$ cat src/rtl/zigzag_reorder_if.sv
// Coefficient stream bundle: raster-order input side and zigzag-order output side.
// out_eob exists only when ZIGZAG_EOB_EN is defined.
interface zigzag_reorder_if #(
    parameter int DATA_WIDTH = 12
);
    logic                  in_valid;
    logic [DATA_WIDTH-1:0] in_data;
    logic                  in_ready;
    logic                  out_valid;
    logic [DATA_WIDTH-1:0] out_data;
    logic                  out_last;
    logic                  out_ready;
`ifdef ZIGZAG_EOB_EN
    logic                  out_eob;

    modport master (
        output in_valid, in_data, out_ready,
        input  in_ready, out_valid, out_data, out_last, out_eob
    );
    modport slave (
        input  in_valid, in_data, out_ready,
        output in_ready, out_valid, out_data, out_last, out_eob
    );
`else
    modport master (
        output in_valid, in_data, out_ready,
        input  in_ready, out_valid, out_data, out_last
    );
    modport slave (
        input  in_valid, in_data, out_ready,
        output in_ready, out_valid, out_data, out_last
    );
`endif
endinterface

$ cat src/rtl/zigzag_reorder.sv
// Ping-pong 8x8 raster-to-zigzag coefficient reorder, 1 coefficient/cycle; ZIGZAG_EOB_EN adds out_eob.
// Latency: first out_valid one edge after the block's 64th input is accepted.
// Backpressure: in_ready low only while both banks are FULL; output register holds while out_ready low.
module zigzag_reorder #(
    parameter int DATA_WIDTH = 12
) (
    input  logic            clk,
    input  logic            rst,
    zigzag_reorder_if.slave bus
);
    typedef enum logic {EMPTY = 1'b0, FULL = 1'b1} bank_st_t;

    // zigzag index -> raster address
    localparam logic [5:0] ZZ [64] = '{
        6'd0,  6'd1,  6'd8,  6'd16, 6'd9,  6'd2,  6'd3,  6'd10,
        6'd17, 6'd24, 6'd32, 6'd25, 6'd18, 6'd11, 6'd4,  6'd5,
        6'd12, 6'd19, 6'd26, 6'd33, 6'd40, 6'd48, 6'd41, 6'd34,
        6'd27, 6'd20, 6'd13, 6'd6,  6'd7,  6'd14, 6'd21, 6'd28,
        6'd35, 6'd42, 6'd49, 6'd56, 6'd57, 6'd50, 6'd43, 6'd36,
        6'd29, 6'd22, 6'd15, 6'd23, 6'd30, 6'd37, 6'd44, 6'd51,
        6'd58, 6'd59, 6'd52, 6'd45, 6'd38, 6'd31, 6'd39, 6'd46,
        6'd53, 6'd60, 6'd61, 6'd54, 6'd47, 6'd55, 6'd62, 6'd63
    };

    logic [DATA_WIDTH-1:0] mem [2][64];
    bank_st_t              st_q [2];
    bank_st_t              st_d [2];
    logic                  wsel, rsel;
    logic [5:0]            wp, rp;
    logic                  wr, load;
    logic [DATA_WIDTH-1:0] rd_data;
    logic                  out_valid_q, out_last_q;
    logic [DATA_WIDTH-1:0] out_data_q;

    assign bus.in_ready  = !rst && (st_q[wsel] == EMPTY);
    assign wr            = bus.in_valid && bus.in_ready;
    assign load          = (st_q[rsel] == FULL) && (!out_valid_q || bus.out_ready);
    assign rd_data       = mem[rsel][ZZ[rp]];
    assign bus.out_valid = out_valid_q;
    assign bus.out_data  = out_data_q;
    assign bus.out_last  = out_last_q;

    // A write needs an EMPTY bank and a load a FULL one, so both edits never hit the same bank.
    always_comb begin
        st_d = st_q;
        if (wr && wp == 6'd63)
            st_d[wsel] = FULL;
        if (load && rp == 6'd63)
            st_d[rsel] = EMPTY;
    end

    always_ff @(posedge clk) begin
        if (rst) begin
            st_q[0] <= EMPTY;
            st_q[1] <= EMPTY;
        end else begin
            st_q <= st_d;
        end
    end

    always_ff @(posedge clk) begin
        if (wr)
            mem[wsel][wp] <= bus.in_data;
    end

    always_ff @(posedge clk) begin
        if (rst) begin
            wp          <= 6'd0;
            rp          <= 6'd0;
            wsel        <= 1'b0;
            rsel        <= 1'b0;
            out_valid_q <= 1'b0;
            out_data_q  <= '0;
            out_last_q  <= 1'b0;
        end else begin
            if (wr) begin
                wp <= wp + 6'd1;
                if (wp == 6'd63)
                    wsel <= ~wsel;
            end
            if (load) begin
                out_valid_q <= 1'b1;
                out_data_q  <= rd_data;
                out_last_q  <= (rp == 6'd63);
                rp          <= rp + 6'd1;
                if (rp == 6'd63)
                    rsel <= ~rsel;
            end else if (bus.out_ready) begin
                out_valid_q <= 1'b0;
            end
        end
    end

`ifdef ZIGZAG_EOB_EN
    logic [5:0] lastnz [2];
    logic       out_eob_q;

    function automatic logic [5:0] izz(input logic [5:0] raster);
        izz = 6'd0;
        for (int i = 0; i < 64; i++)
            if (ZZ[i] == raster)
                izz = 6'(i);
    endfunction

    assign bus.out_eob = out_eob_q;

    // Track the highest zigzag index holding a nonzero coefficient; 0 for an all-zero block.
    always_ff @(posedge clk) begin
        if (rst) begin
            lastnz[0] <= 6'd0;
            lastnz[1] <= 6'd0;
            out_eob_q <= 1'b0;
        end else begin
            if (wr) begin
                if (wp == 6'd0)
                    lastnz[wsel] <= 6'd0;
                else if (bus.in_data != '0 && izz(wp) > lastnz[wsel])
                    lastnz[wsel] <= izz(wp);
            end
            if (load)
                out_eob_q <= (rp == lastnz[rsel]);
        end
    end
`endif
endmodule

$ cat src/flat_wrapper.sv
// flat-port wrapper written by rule: the top's interface ports become plain ports
module zigzag_reorder_flat 
#(
    parameter int DATA_WIDTH = 12
)
  (clk, rst, bus_in_valid, bus_in_data, bus_out_ready, bus_in_ready, bus_out_valid, bus_out_data, bus_out_last);
  zigzag_reorder_if #(.DATA_WIDTH(DATA_WIDTH)) bus_i ();
  input  logic clk;
  input  logic rst;
  input wire logic [$bits(bus_i.in_valid)-1:0] bus_in_valid;
  input wire logic [$bits(bus_i.in_data)-1:0] bus_in_data;
  input wire logic [$bits(bus_i.out_ready)-1:0] bus_out_ready;
  output wire logic [$bits(bus_i.in_ready)-1:0] bus_in_ready;
  output wire logic [$bits(bus_i.out_valid)-1:0] bus_out_valid;
  output wire logic [$bits(bus_i.out_data)-1:0] bus_out_data;
  output wire logic [$bits(bus_i.out_last)-1:0] bus_out_last;
  assign bus_i.in_valid = bus_in_valid;
  assign bus_i.in_data = bus_in_data;
  assign bus_i.out_ready = bus_out_ready;
  assign bus_in_ready = bus_i.in_ready;
  assign bus_out_valid = bus_i.out_valid;
  assign bus_out_data = bus_i.out_data;
  assign bus_out_last = bus_i.out_last;
  zigzag_reorder #(.DATA_WIDTH(DATA_WIDTH)) u_core (.clk(clk), .rst(rst), .bus(bus_i));
endmodule
$ cat config.mk
export PLATFORM = sky130hd
export DESIGN_NAME = zigzag_reorder_flat
export DESIGN_NICKNAME = d
export VERILOG_FILES = /design/src/rtl/zigzag_reorder_if.sv /design/src/rtl/zigzag_reorder.sv /design/src/flat_wrapper.sv
export SDC_FILE = /design/constraint.sdc
export NUM_CORES = 2
export LEC_CHECK = 0
export ABC_AREA = 1
export CORE_MARGIN = 4
export CORE_UTILIZATION = 38
export CTS_CLUSTER_SIZE = 16
export DETAILED_ROUTE_END_ITERATION = 12
export PLACE_DENSITY_LB_ADDON = 0.12
export SYNTH_ARGS = -nofsm -noshare
export SYNTH_HDL_FRONTEND = slang
export SYNTH_SLANG_ARGS = --single-unit
$ cat constraint.sdc
create_clock -name clk -period 8.99 [get_ports clk]
set_clock_uncertainty 0.15 [all_clocks]
set_input_delay 2.2475 -clock clk [delete_from_list [all_inputs] [get_ports clk]]
set_output_delay 2.2475 -clock clk [all_outputs]
set_load 0.05 [all_outputs]
==> run metrics <==
outcome=completed; leakage power=22.9 nW; mean post-synth cell area=13.4 µm²; pin count of the biggest net entering global routing=164; TritonCTS clock tree=built; post-synth cell types=31; number of hold violations in the final report=0; data arrival time of the worst path=4400 ps; drt total wl=192000 µm; Final period util=75.6%; Yosys reg bits=1567; 1st-iter DRT viols=3998; number of I/O port buffers=30; starting density of the core=38.4%; met2 layer usage reported by global route=33.2%; total overflow reported by the global router=0; later-pin clock latency in the skew report=810 ps; antenna viol nets, final=0; max-slew headroom at the worst pin=23.9%; top cells by area, synth=sky130_fd_sc_hd__edfxtp_1, sky130_fd_sc_hd__nand3_1, sky130_fd_sc_hd__mux2i_1, sky130_fd_sc_hd__nand2_1, sky130_fd_sc_hd__buf_2; register area share after synthesis=71.7%; share of cells above drive strength 1=7.43%; ratio of routed vias to standard cells=5.46; Hold Worst Slack=320 ps; max-slew violation count=0; last weighted congestion value of the routability-driven placer=0.825; startpoint type of the worst setup path=input pin; global routing usage on met1=30.0%; data required time of the critical path=6590 ps; number of global-route vias before repair=38300; worst setup path category=in -> out; count of flip-flops with a built-in enable after synthesis=1536; Core Rows=151; number of hold buffers added after cts=0; Area Overhead vs Synth=11.7%; type of the tightest min-delay check=reg -> reg; sum of negative setup slack=0 ps; Fillers=15500; clock sink total=1567; first-pass GRT wire length=275000 µm; Top FF cell, synth=sky130_fd_sc_hd__edfxtp_1; reported max-cap violation count=0; horizontal die dimension=422 µm; share of the synthesized area in the top cell type=70.8%; transition time at the pin with the least slew margin=1140 ps; post-synthesis cell area=65200 µm²; total clock buffers created by CTS=169; Yosys warning total=0; per-cell routed wire length=26.9 µm; pwr dens=206 nW/µm²; gate count after technology mapping=4872; Clock Path Buffers=3; setup repair after global routing missed its margin=no; sum of net half-perimeters after detailed placement=109000 µm; cell taking the most area after synthesis=sky130_fd_sc_hd__edfxtp_1; Synthesized Nets=4904; maximum net fanout on the critical path=18; Synth async-reset ratio=0%; net count reported at finish=4836; number of resized instances in the post-cts repair step=0; Std-Cell Core Area=170000 µm²; clock root buffer=sky130_fd_sc_hd__clkbuf_16; maximum clock frequency=147 MHz; initial antenna violation count=6; Die Area=178000 µm²; final critical delay including setup and external delays=6800 ps; grt peak-use layer=met2; setup violators final=0; via count of the routed design=39100; Worst setup EP type=output pin; multi-input combinational cell area=16700 µm²; maximum ir drop on the vdd rail=0.201 mV; CTS H-Tree Depth=4; vertical die dimension=422 µm; number of buffers added for setup after CTS=0; GR met3 Demand/Resource=3.26%; detailed-route DRC error count=0; Reg area=46800 µm²; GRT Total Usage=21.1%; number of top-level design ports=31; drt first pass iters=5; clock input transition at the sequential cells of the worst setup and hold paths=60 ps
## worst max-delay path, stage by stage
cell and delay [ps]:
sky130_fd_sc_hd__clkdlybuf4s50_1 810, sky130_fd_sc_hd__a211oi_1 470, sky130_fd_sc_hd__clkdlybuf4s50_1 870
## through the flow
step / setup slack, ps / utilization (%) / instances / power (mW) / cell area (µm²)
after floorplan: 2910 / - / 4872 / 8.19 / 65200
after global placement: 2040 / 39.7 / 6851 / 8.39 / 67400
after detailed placement: 1940 / 39.7 / 6851 / 8.39 / 67400
after CTS: 2160 / 42.8 / 7158 / 15.1 / 72800
after global routing: 2060 / 42.8 / 7158 / 15.4 / 72800
final: 2190 / 42.8 / 7159 / 15.0 / 72800
## sequential cells by signal (all words and copies together) (netlist names), named ones only
name and count:
u_core.rsel 1, u_core.rp 6, u_core.bus.out_valid 1, u_core.wsel 1, u_core.st_q 2, u_core.mem 1536, u_core.wp 6, u_core.bus.out_data 12
u_core.bus.out_last 1
## logic make-up after synthesis
logic type               Yosys count  share of synthesized area (%)
AND/OR/NAND/NOR                 2257                           15.7
multiplexers                     576                           8.85
flip-flops                      1567                           71.7
buffers and inverters            403                           2.94
adder cells (fa/ha/maj)           16                          0.307
AO/OA/AOI/OAI                     53                          0.451
## Yosys cell counts, drive strengths merged (2+ instances only)
library cell	instances
ha	16
o21ai	23
a21oi	22
nand3	1187
nand2	793
buf	230
dfxtp	31
inv	64
clkbuf	109
nand4	85
a22oi	2
nor2	156
nor3	36
mux2i	576
edfxtp	1536
## worst paths after layout
check                                                           end  slack [ps]  depth (start not counted)                             start
worst max-delay path                                   bus_in_ready        2190                          3                               rst
worst min-delay path               u_core.bus.out_last$_SDFFE_PP0P_         320                          2  u_core.bus.out_last$_SDFFE_PP0P_
worst min register to register     u_core.bus.out_last$_SDFFE_PP0P_         320                          2  u_core.bus.out_last$_SDFFE_PP0P_
worst max register to register  u_core.bus.out_data[3]$_SDFFE_PP0P_        3770                         18         u_core.rp[1]$_SDFFE_PP0P_
## final cells by class
class	instances	share of cell area [%]
clock inverter	98	1.24
inverter	64	0.346
tap	2218	3.81
multi-input combinational	2902	22.9
antenna	1	0.00344
sequential	1567	64.3
clock buffer	209	6.10
timing repair buffer	100	1.29
## report_power, final
group | internal, mW | switching (mW) | total, mW | leakage [nW]
logic | 0.0178 | 0.193 | 0.211 | 6.25
clock network | 3.86 | 2.90 | 6.75 | 2.59
registers | 8.02 | 0.00215 | 8.02 | 14.1
## layer usage
layer,part of all wire [%],vias to the layer above
met4,3.5,0
met1,45,19700
li1,-,17900
met5,0,-
met3,5.1,278
met2,46,1152
## cell usage in the layout (no fill, tap or decap), drive strengths merged, types with 2 or more instances in the layout
cell type / n
edfxtp: 1536
nand3: 1187
nand2: 793
mux2i: 576
clkbuf: 209
nor2: 156
nand4: 85
buf: 82
clkinv: 73
inv: 69
nor3: 36
dfxtp: 31
o21ai: 23
a21oi: 22
clkdlybuf4s50: 18
ha: 16
bufinv: 12
clkinvlp: 8
a22oi: 2
(Power assumes the default switching activity.)
